File: config.mk
export PLATFORM = sky130hd
export DESIGN_NAME = spi_seq
export DESIGN_NICKNAME = d
export VERILOG_FILES = /design/src/rtl/spi_seq_pkg.sv /design/src/rtl/apb_master_if.sv /design/src/rtl/spi_seq.sv
export SDC_FILE = /design/constraint.sdc
export NUM_CORES = 1
export LEC_CHECK = 0
export CORE_ASPECT_RATIO = 2
export CORE_UTILIZATION = 50
export DETAILED_ROUTE_END_ITERATION = 10
export GPL_TIMING_DRIVEN = 0
export HOLD_SLACK_MARGIN = 0.05
export PLACE_DENSITY = 0.86
export RECOVER_POWER = 25
export SETUP_SLACK_MARGIN = 0.4
export SLEW_MARGIN = 15
export SYNTH_ARGS = -nofsm -noshare
export SYNTH_HDL_FRONTEND = slang
export SYNTH_SLANG_ARGS = --single-unit
File: constraint.sdc
create_clock -name clk -period 4.7 [get_ports clk]
set_input_delay 0.94 -clock clk [delete_from_list [all_inputs] [get_ports clk]]
set_output_delay 0.94 -clock clk [all_outputs]
set_load 0.02 [all_outputs]
File: src/rtl/spi_seq_pkg.sv
// Shared definitions for the apb_spi sequencer: register map, CTRL fields, FSM encodings.
// No logic of its own; latency and backpressure are defined by the modules that import it.
package spi_seq_pkg;

  localparam logic [4:0] REG_CTRL   = 5'h00;
  localparam logic [4:0] REG_TXA    = 5'h04;
  localparam logic [4:0] REG_RXA    = 5'h08;
  localparam logic [4:0] REG_CS     = 5'h0C;
  localparam logic [4:0] REG_CLKDIV = 5'h10;
  localparam logic [4:0] REG_TXB    = 5'h14;
  localparam logic [4:0] REG_RXB    = 5'h18;

  localparam int CTRL_RUN_A = 7;
  localparam int CTRL_LEN_A = 8;
  localparam int CTRL_RUN_B = 10;
  localparam int CTRL_LEN_B = 11;

  typedef enum logic [3:0] {
    S_IDLE, S_CFG, S_FETCH_A, S_FETCH_B, S_START,
    S_POLL, S_RD_A, S_RD_B, S_NEXT, S_ABORT
  } state_t;

  typedef enum logic [1:0] {
    A_IDLE, A_SETUP, A_ACCESS
  } apb_state_t;

  // Keeps the low nbytes bytes of a right-aligned word (1..4).
  function automatic logic [31:0] byte_mask(input logic [2:0] nbytes);
    case (nbytes)
      3'd1:    byte_mask = 32'h0000_00FF;
      3'd2:    byte_mask = 32'h0000_FFFF;
      3'd3:    byte_mask = 32'h00FF_FFFF;
      default: byte_mask = 32'hFFFF_FFFF;
    endcase
  endfunction

endpackage

File: src/rtl/apb_master_if.sv
// Single-request APB engine: setup, access, then one forced idle cycle (3 cycles per access).
// done pulses during the access cycle; req is ignored until the engine is idle again.
module apb_master_if
  import spi_seq_pkg::*;
(
  input  logic        clk,
  input  logic        reset_n,
  input  logic        req,
  input  logic        write,
  input  logic [4:0]  addr,
  input  logic [31:0] wdata,
  output logic        done,
  output logic [31:0] rdata,
  output logic        PSEL,
  output logic        PENABLE,
  output logic        PWRITE,
  output logic [4:0]  PADDR,
  output logic [31:0] PWDATA,
  input  logic [31:0] PRDATA
);

  apb_state_t st_q, st_d;

  always_comb begin
    st_d = st_q;
    case (st_q)
      A_IDLE:   if (req) st_d = A_SETUP;
      A_SETUP:  st_d = A_ACCESS;
      A_ACCESS: st_d = A_IDLE;
      default:  st_d = A_IDLE;
    endcase
  end

  always_ff @(posedge clk or negedge reset_n) begin
    if (!reset_n) begin
      st_q   <= A_IDLE;
      PWRITE <= 1'b0;
      PADDR  <= '0;
      PWDATA <= '0;
    end else begin
      st_q <= st_d;
      if (st_q == A_IDLE && req) begin
        PWRITE <= write;
        PADDR  <= addr;
        PWDATA <= wdata;
      end
    end
  end

  // Control strobes come straight from the state flop so reset clears them at once.
  assign PSEL    = (st_q != A_IDLE);
  assign PENABLE = (st_q == A_ACCESS);
  assign done    = (st_q == A_ACCESS);
  assign rdata   = PRDATA;

endmodule

File: src/rtl/spi_seq.sv
// Sequences apb_spi over APB: config, A/B ping-pong TX load, launch, poll, RX stream-out.
// Stalls with APB idle while tx_valid is low or an RX word is held awaiting rx_ready.
module spi_seq
  import spi_seq_pkg::*;
#(
  parameter int LEN_W    = 16,
  parameter int POLL_MAX = 1023
) (
  input  logic             clk,
  input  logic             reset_n,
  input  logic             cmd_valid,
  output logic             cmd_ready,
  input  logic [LEN_W-1:0] cmd_len,
  input  logic [1:0]       cmd_mode,
  input  logic [7:0]       cmd_div,
  input  logic             cmd_keep_cs,
  input  logic             tx_valid,
  output logic             tx_ready,
  input  logic [31:0]      tx_data,
  output logic             rx_valid,
  input  logic             rx_ready,
  output logic [31:0]      rx_data,
  output logic             rx_last,
  output logic             busy,
  output logic             err,
  output logic             PSEL,
  output logic             PENABLE,
  output logic             PWRITE,
  output logic [4:0]       PADDR,
  output logic [31:0]      PWDATA,
  input  logic [31:0]      PRDATA
);

  localparam int PC_W = $clog2(POLL_MAX + 2);

  state_t           state_q, state_d;
  logic [1:0]       step_q, step_d;
  logic [LEN_W:0]   rem_q;
  logic [1:0]       mode_q;
  logic [7:0]       div_q;
  logic             keep_q;
  logic             err_q;
  logic [31:0]      tx_word_q;
  logic             tx_have_q;
  logic [31:0]      rx_word_q;
  logic             rx_pend_q;
  logic [PC_W-1:0]  poll_cnt_q;

  logic             req, req_write, done;
  logic [4:0]       req_addr;
  logic [31:0]      req_wdata, rdata;

  logic             rem_gt4, rem_gt8, poll_to;
  logic [2:0]       bytes_a, bytes_b;
  logic [3:0]       sent;
  logic [LEN_W:0]   rem_left;
  logic [31:0]      ctrl_base, ctrl_go;

  assign rem_gt4  = rem_q > (LEN_W+1)'(4);
  assign rem_gt8  = rem_q > (LEN_W+1)'(8);
  assign bytes_a  = rem_gt4 ? 3'd4 : rem_q[2:0];
  // rem is 5..8 whenever B is partial, so the 3-bit subtract wraps 8 onto 4 correctly.
  assign bytes_b  = rem_gt8 ? 3'd4 : (rem_q[2:0] - 3'd4);
  assign sent     = rem_gt4 ? (4'd4 + {1'b0, bytes_b}) : {1'b0, bytes_a};
  assign rem_left = rem_q - {{(LEN_W-3){1'b0}}, sent};
  assign poll_to  = (poll_cnt_q >= PC_W'(POLL_MAX));

  assign ctrl_base = {30'd0, mode_q};

  always_comb begin
    ctrl_go = ctrl_base;
    ctrl_go[CTRL_RUN_A] = 1'b1;
    ctrl_go[CTRL_LEN_A +: 2] = 2'(bytes_a - 3'd1);
    if (rem_gt4) begin
      ctrl_go[CTRL_RUN_B] = 1'b1;
      ctrl_go[CTRL_LEN_B +: 2] = 2'(bytes_b - 3'd1);
    end
  end

  assign cmd_ready = (state_q == S_IDLE) && reset_n;
  assign busy      = (state_q != S_IDLE);
  assign err       = err_q;
  assign rx_valid  = rx_pend_q;
  assign rx_data   = rx_word_q;

  always_comb begin
    state_d   = state_q;
    step_d    = step_q;
    req       = 1'b0;
    req_write = 1'b0;
    req_addr  = REG_CTRL;
    req_wdata = '0;
    tx_ready  = 1'b0;
    rx_last   = 1'b0;
    case (state_q)
      S_IDLE: begin
        if (cmd_valid && cmd_ready) begin
          state_d = S_CFG;
          step_d  = 2'd0;
        end
      end
      S_CFG: begin
        req       = 1'b1;
        req_write = 1'b1;
        case (step_q)
          2'd0:    req_wdata = ctrl_base;
          2'd1:    begin req_addr = REG_CLKDIV; req_wdata = {24'd0, div_q}; end
          default: req_addr = REG_CS;
        endcase
        if (done) begin
          step_d = step_q + 2'd1;
          if (step_q == 2'd2) state_d = S_FETCH_A;
        end
      end
      S_FETCH_A, S_FETCH_B: begin
        tx_ready  = !tx_have_q;
        req       = tx_have_q;
        req_write = 1'b1;
        req_addr  = (state_q == S_FETCH_A) ? REG_TXA : REG_TXB;
        req_wdata = tx_word_q;
        if (done) state_d = (state_q == S_FETCH_A && rem_gt4) ? S_FETCH_B : S_START;
      end
      S_START: begin
        req       = 1'b1;
        req_write = 1'b1;
        req_wdata = ctrl_go;
        if (done) state_d = S_POLL;
      end
      S_POLL: begin
        req = 1'b1;
        if (done) begin
          if (!rdata[CTRL_RUN_A] && !rdata[CTRL_RUN_B]) state_d = S_RD_A;
          else if (poll_to) begin
            state_d = S_ABORT;
            step_d  = 2'd0;
          end
        end
      end
      S_RD_A: begin
        req      = !rx_pend_q;
        req_addr = REG_RXA;
        rx_last  = rx_pend_q && !rem_gt4;
        if (rx_pend_q && rx_ready) state_d = rem_gt4 ? S_RD_B : S_NEXT;
      end
      S_RD_B: begin
        req      = !rx_pend_q;
        req_addr = REG_RXB;
        rx_last  = rx_pend_q && !rem_gt8;
        if (rx_pend_q && rx_ready) state_d = S_NEXT;
      end
      S_NEXT: begin
        if (rem_left != '0) state_d = S_FETCH_A;
        else if (keep_q) state_d = S_IDLE;
        else begin
          req       = 1'b1;
          req_write = 1'b1;
          req_addr  = REG_CS;
          req_wdata = 32'd1;
          if (done) state_d = S_IDLE;
        end
      end
      S_ABORT: begin
        req       = 1'b1;
        req_write = 1'b1;
        req_addr  = (step_q == 2'd0) ? REG_CTRL : REG_CS;
        req_wdata = (step_q == 2'd0) ? ctrl_base : 32'd1;
        if (done) begin
          step_d = step_q + 2'd1;
          if (step_q != 2'd0) state_d = S_IDLE;
        end
      end
      default: state_d = S_IDLE;
    endcase
  end

  always_ff @(posedge clk or negedge reset_n) begin
    if (!reset_n) begin
      state_q <= S_IDLE;
      step_q  <= 2'd0;
    end else begin
      state_q <= state_d;
      step_q  <= step_d;
    end
  end

  always_ff @(posedge clk or negedge reset_n) begin
    if (!reset_n) begin
      rem_q      <= '0;
      mode_q     <= 2'd0;
      div_q      <= 8'd0;
      keep_q     <= 1'b0;
      err_q      <= 1'b0;
      tx_word_q  <= '0;
      tx_have_q  <= 1'b0;
      rx_word_q  <= '0;
      rx_pend_q  <= 1'b0;
      poll_cnt_q <= '0;
    end else begin
      if (state_q == S_IDLE && cmd_valid && cmd_ready) begin
        rem_q  <= {1'b0, cmd_len} + (LEN_W+1)'(1);
        mode_q <= cmd_mode;
        div_q  <= cmd_div;
        keep_q <= cmd_keep_cs;
        err_q  <= 1'b0;
      end
      if (tx_valid && tx_ready) begin
        tx_word_q <= tx_data;
        tx_have_q <= 1'b1;
      end else if ((state_q == S_FETCH_A || state_q == S_FETCH_B) && done) begin
        tx_have_q <= 1'b0;
      end
      if (state_q == S_START && done) poll_cnt_q <= '0;
      if (state_q == S_POLL && done) begin
        poll_cnt_q <= poll_cnt_q + PC_W'(1);
        if ((rdata[CTRL_RUN_A] || rdata[CTRL_RUN_B]) && poll_to) err_q <= 1'b1;
      end
      if ((state_q == S_RD_A || state_q == S_RD_B) && done) begin
        rx_word_q <= rdata & byte_mask((state_q == S_RD_A) ? bytes_a : bytes_b);
        rx_pend_q <= 1'b1;
      end else if (rx_pend_q && rx_ready) begin
        rx_pend_q <= 1'b0;
      end
      if (state_q == S_NEXT && state_d != S_NEXT) rem_q <= rem_left;
    end
  end

  apb_master_if u_apb (
    .clk     (clk),
    .reset_n (reset_n),
    .req     (req),
    .write   (req_write),
    .addr    (req_addr),
    .wdata   (req_wdata),
    .done    (done),
    .rdata   (rdata),
    .PSEL    (PSEL),
    .PENABLE (PENABLE),
    .PWRITE  (PWRITE),
    .PADDR   (PADDR),
    .PWDATA  (PWDATA),
    .PRDATA  (PRDATA)
  );

endmodule
==> metrics.txt, run 1 <==
Total GRT Usage=0.299; pin count of the biggest net entering global routing=88; Iter 0 DRT Violations=385; row count=62; Reg2Reg Depth=16; area post-placement=9260 µm²; fmax=237 MHz; YS warnings=0; Hold Fails Final Rpt=0; TritonRoute pass-1 iters=5; Skew-Pair Late Insertion Delay=0.42 ns; period utilization=0.896; Max Cap Viol=0; gpl congestion=1.00; P per Cell Area=599 nW/µm²; CP max FO=4; DIE WIDTH=87.3 µm; min-delay worst type=input pin to asynchronous set/reset pin; Layout Cells excl Fill=1159; Diodes inserted=0; Inst Count DP=1105; Post-synth EDFFs=0; Most used DFF post-synth=dfrtp_1; P&R area growth vs syn=40.4%; GRT Residual Overflow=0; total I/O pin count=174; Synth Instances=740; initial antenna violation count=0; hold buffers post-CTS=0; Slew Limit Fails=0; port bufs=171; Worst Setup End Kind=output port; vias in the first global route=6996; full die area=15100 µm²; global-route wire length before repair=34.8 mm; drt total wl=21.8 mm; CTS clock-pin slew for the worst setup and hold paths=0.07 ns; Slew @ Worst Pin=0.943 ns; antenna viol nets, final=0; synthesized area=7270 µm²; Synth cell types=66; clk sinks=150; clock skew=0.0153 ns; Inserted Clock Buffers=17; DIE HEIGHT=173 µm; # nets final=1061; Max Root-Sink Buffers=2; startpoint types=flip-flop; Critical R2R Capture=u_apb.PWDATA[4]$_DFFE_PN0P_; Starting Density=0.510; Placeable Area=14300 µm²; leakage=4.40 nW; fin worst setup slack=0.488 ns; Async SR Flop Fraction=1.00; pre-CTS setup slack=-0.304 ns; post-synthesis sequential area ratio=0.516; critical path class=flip-flop to output port; CTS Root Cell=clkbuf_16; Critical Path Source=rem_q[5]$_DFFE_PN0P_; crit path DAT=3.27 ns; CP Data Required Time=3.76 ns; via-per-instance ratio=5.76; Tmin final=4.21 ns; DR WL/cell=18.8 µm; Syn Area/Cell=9.83 µm²; DRC=0; Yosys reg bits=150; CP endpoint=rx_last; Setup Viol. Count Final=0; share of layout cells above drive strength 1=0.146; post-route design area=10200 µm²; DR vias=6672; WHS=0.444 ns; fillers=1058; CTS tree=done; Finished Core Util=0.715; Worst slew margin=0.369; setup repair after global routing missed its margin=no; DP Wirelength=15.8 mm; outcome=completed; H-tree lvl count=4; Reg2Reg Setup Slack=0.57 ns; Peak supply drop=0.304 mV; Crit Reg-Reg Startpoint=rem_q[5]$_DFFE_PN0P_
through the flow:
stage,TNS (ns),total power [mW]
after floorplan,0,3.44
after global placement,-618.18,4.38
after detailed placement,-9.66,4.45
after CTS,0,6.05
after global routing,0,6.41
final,0,6.11
report_power, final:
| part | switching (mW) | internal, mW |
|---|---|---|
| Sequential | 0.362 | 1.75 |
| Combinational | 1.42 | 1.22 |
| Clock | 0.607 | 0.752 |
| Total | 2.39 | 3.72 |
cell usage after synthesis, drive strengths merged (2+ instances only):
master,instances,area share
xor2,11,0.013
nor3,14,0.010
a21o,8,0.0083
mux2,40,0.062
or2,2,0.0017
o21a,2,0.0021
and3,14,0.012
a211oi,3,0.0031
dfrtp,150,0.52
nor2b,10,0.0086
clkbuf,23,0.012
nand2,147,0.076
a21oi,28,0.022
a32oi,3,0.0036
o221ai,4,0.0048
o31ai,4,0.0041
xnor2,7,0.0084
nand2b,5,0.0043
buf,18,0.014
a41oi,2,0.0024
a311oi,4,0.0048
nand3,16,0.011
a221oi,3,0.0036
o41ai,3,0.0046
a22oi,10,0.010
ha,10,0.017
o31a,2,0.0026
a22o,25,0.030
nor2,42,0.022
or3,4,0.0034
and2,4,0.0034
o311ai,3,0.0036
nand4,8,0.0069
or4,2,0.0026
o21ai,57,0.039
o2111ai,2,0.0024
nor4,7,0.0069
inv,19,0.0098
a31oi,10,0.0086
worst min path at each step:
stage                         startpoint                   endpoint  slack, ns  cells after the start
3_3_place_gp   u_apb.st_q[1]$_DFFE_PN0P_  u_apb.st_q[1]$_DFFE_PN0P_       0.43                      1
3_5_place_dp   u_apb.st_q[1]$_DFFE_PN0P_  u_apb.st_q[1]$_DFFE_PN0P_       0.44                      1
2_1_floorplan  u_apb.st_q[1]$_DFFE_PN0P_  u_apb.st_q[1]$_DFFE_PN0P_       0.42                      1
6_report                         reset_n     rx_data[4]$_DFFE_PN0P_       0.44                      1
4_1_cts        u_apb.st_q[1]$_DFFE_PN0P_  u_apb.st_q[1]$_DFFE_PN0P_       0.45                      1
5_1_grt        u_apb.st_q[1]$_DFFE_PN0P_  u_apb.st_q[1]$_DFFE_PN0P_       0.48                      1
timing repair:
| item | in CTS | in global routing |
|---|---|---|
| gates resized for setup | 38 | 4 |
| endpoints found under the setup margin | 55 | 55 |
| setup buffers | 13 | 6 |
| pin swaps | 18 | 10 |
| hold endpoints to repair | 0 | 0 |
| gates cloned | 3 | 0 |
registers in the layout (all words and copies together), names as in the netlist, 3 cells and up:
name          count
div_q             8
poll_cnt_q       11
rem_q            17
rx_data          32
state_q           4
tx_word_q        32
u_apb.PADDR       3
u_apb.PWDATA     32
logic make-up (layout without fill, tap and decap cells):
group | after synthesis | in the layout | synth area share
simple gates | 276 | 276 | 0.170
other cells | 1 | 2 | 0.000516
mux | 40 | 40 | 0.0619
flops | 150 | 150 | 0.516
fa+ha+maj | 11 | 11 | 0.0200
xor+xnor | 18 | 18 | 0.0217
buf+inv | 60 | 286 | 0.0353
compound gates | 184 | 184 | 0.174
cell type report:
type / count / area [µm²] / area share
well taps: 192 / 240 / 0.0235
clock inverters: 15 / 160 / 0.0157
clock buffers: 17 / 425 / 0.0417
flip-flops and latches: 150 / 3750 / 0.368
multi-input cells: 531 / 3390 / 0.332
inverters: 19 / 71.3 / 0.00698
repair buffers: 194 / 1930 / 0.189
plain buffers: 41 / 239 / 0.0234
cells in the final DEF, fill, tap and decap left out, drive strengths merged, types with 16 or more instances in the layout:
master and count:
buf 42, inv 27, nand3 16, nor2 42, dfrtp 150, o21ai 57, clkdlybuf4s50 170, a21oi 28
a22o 25, mux2 40, clkbuf 40, nand2 147
per-layer routing:
metal / global-route usage / vias up / part of all wire
met4: 0.208 / 0 / 0.068
met3: 0.0320 / 96 / 0.030
li1: - / 3063 / -
met5: 0 / - / 0
met2: 0.541 / 242 / 0.55
met1: 0.310 / 3271 / 0.35
critical path, cell delays in order (launching register included):
cell	delay, ns
dfrtp_1	0.41
buf_6	0.14
or3_4	0.40
nor4_4	0.21
nand3_2	0.21
buf_4	0.21
buf_4	0.12
buf_4	0.13
nor4_2	0.35
clkdlybuf4s50_1	0.67
(Power assumes the default switching activity.)
==> run 2, diff against run 1 <==
CTS_CLUSTER_SIZE = 24   (was not set)
==> results of run 2 <==
Final layout, timing and power as in run 1 (identical DEF).
==> run 3, diff against run 2 <==
CORE_ASPECT_RATIO = not set   (was 2)
==> metrics.txt, run 3 (synthesized netlist as in run 1, its figures left out) <==
outcome=complete, but fails checks; violated checks=capacitance limit, slew limit; CP Data Required Time=4.99 ns; clk sinks=150; fin worst setup slack=0.387 ns; CTS tree=done; fmax=232 MHz; Slew @ Worst Pin=2.07 ns; Starting Density=0.518; internal cell power=3.66 mW; CTS Root Cell=clkbuf_16; P per Cell Area=595 nW/µm²; crit path DAT=4.60 ns; P_sw=2.29 mW; port bufs=171; Worst Setup End Kind=flip-flop; switch share=0.385; TritonRoute pass-1 iters=5; drt total wl=20.7 mm; total I/O pin count=174; Reg power frac=0.353; CTS clock-pin slew for the worst setup and hold paths=0.06 ns; Diodes inserted=0; Hold Fails Final Rpt=0; Iter 0 DRT Violations=488; Inserted Clock Buffers=17; Finished Core Util=0.711; full die area=15000 µm²; share of layout cells above drive strength 1=0.131; clock network power share=0.231; Tmin final=4.31 ns; DIE WIDTH=123 µm; commonest non-fill, non-tap cells in the layout=clkdlybuf4s50_1, dfrtp_1, nand2_1; setup repair after global routing missed its margin=yes; row count=43; pre-CTS setup slack=0.0371 ns; Max Cap Viol=1; # nets final=1048; startpoint types=flip-flop; Worst slew margin=-0.382; clock skew=0.0124 ns; commonest non-fill, non-tap cell in the layout=clkdlybuf4s50_1; via-per-instance ratio=5.85; critical path class=flip-flop to flip-flop; Total GRT Usage=0.283; initial antenna violation count=0; Peak supply drop=0.305 mV; pin count of the biggest net entering global routing=85; Reg2Reg Setup Slack=0.39 ns; fillers=1012; Max Root-Sink Buffers=2; global-route wire length before repair=32.3 mm; period utilization=0.918; DR vias=6639; CP max FO=10; vias in the first global route=6368; gpl congestion=0.956; GRT Residual Overflow=0; P&R area growth vs syn=37.3%; Slew Limit Fails=85; Placeable Area=14000 µm²; leakage=4.29 nW; DRC=0; Setup Viol. Count Final=0; antenna viol nets, final=0; Comb power frac=0.416; min-delay worst type=input pin to asynchronous set/reset pin; DIE HEIGHT=123 µm; DR WL/cell=18.3 µm; DP Wirelength=14.5 mm; H-tree lvl count=4; Skew-Pair Late Insertion Delay=0.43 ns
[run 3: power by group through the flow]
stage	Clock [mW]	Combinational (mW)	Sequential, mW
floorplan	0	1.17	2.27
global placement	0	2.28	2.06
CTS	1.38	2.38	2.08
finish	1.37	2.47	2.10
global route	1.43	2.68	2.15
detailed placement	0	2.34	2.08
[run 3: repair_timing]
item / in CTS / in global routing
endpoints found under the setup margin: 53 / 51
gates resized for setup: 6 / 22
buffers inserted: 1 / 8
hold buffers: 0 / 0
pin swaps: 1 / 1
[run 3: cell type report]
cell class / count / area [µm²] / area share
plain buffers: 41 / 208 / 0.0208
flip-flops and latches: 150 / 3750 / 0.376
clock inverters: 15 / 166 / 0.0167
clock buffers: 17 / 425 / 0.0426
multi-input cells: 531 / 3350 / 0.335
inverters: 19 / 71.3 / 0.00714
well taps: 180 / 225 / 0.0226
repair buffers: 181 / 1790 / 0.179
[run 3: layer usage]
| metal | wire, µm | track usage |
|---|---|---|
| met3 | 1840 | 0.0711 |
| met5 | 0 | 0 |
| met2 | 10100 | 0.473 |
| met1 | 8300 | 0.358 |
| met4 | 467 | 0.0945 |
[run 3: worst paths after layout]
path,start,endpoint,cells after the start
setup / recovery,rem_q[5]$_DFFE_PN0P_,u_apb.PADDR[4]$_DFFE_PN0P_,17
setup reg to reg,rem_q[5]$_DFFE_PN0P_,u_apb.PADDR[4]$_DFFE_PN0P_,17
hold reg to reg,u_apb.st_q[1]$_DFFE_PN0P_,u_apb.st_q[1]$_DFFE_PN0P_,1
hold / removal,reset_n,u_apb.PWDATA[26]$_DFFE_PN0P_,1
max in group asynchronous,reset_n,rem_q[8]$_DFFE_PN0P_,2
min in group clk,u_apb.st_q[1]$_DFFE_PN0P_,u_apb.st_q[1]$_DFFE_PN0P_,1
[run 3: through the flow]
step / setup TNS (ns) / cells / power, mW / hold WS (ns) / instance area [µm²]
after floorplan: 0 / 741 / 3.44 / 0.418 / 7280
after global placement: -592.46 / 1092 / 4.34 / 0.432 / 9220
after detailed placement: 0 / 1093 / 4.42 / 0.446 / 9250
after CTS: 0 / 1126 / 5.84 / 0.455 / 9880
after global routing: 0 / 1134 / 6.25 / 0.473 / 9990
final: 0 / 1134 / 5.94 / 0.446 / 9990
[run 3: critical path: stages (launching register included)]
cell and delay, ns:
dfrtp_1 0.38, buf_2 0.19, or3_4 0.41, nor4_4 0.27
nand3_2 0.21, nor3_2 0.26, ha_2 0.25, fa_2 0.23
xor2_2 0.16, nand4_1 0.12, a2111oi_2 0.25, nand4_1 0.22
or4_4 0.50, a21o_1 0.20, clkbuf_4 0.19, buf_4 0.19
nand2_1 0.08, o41ai_2 0.06
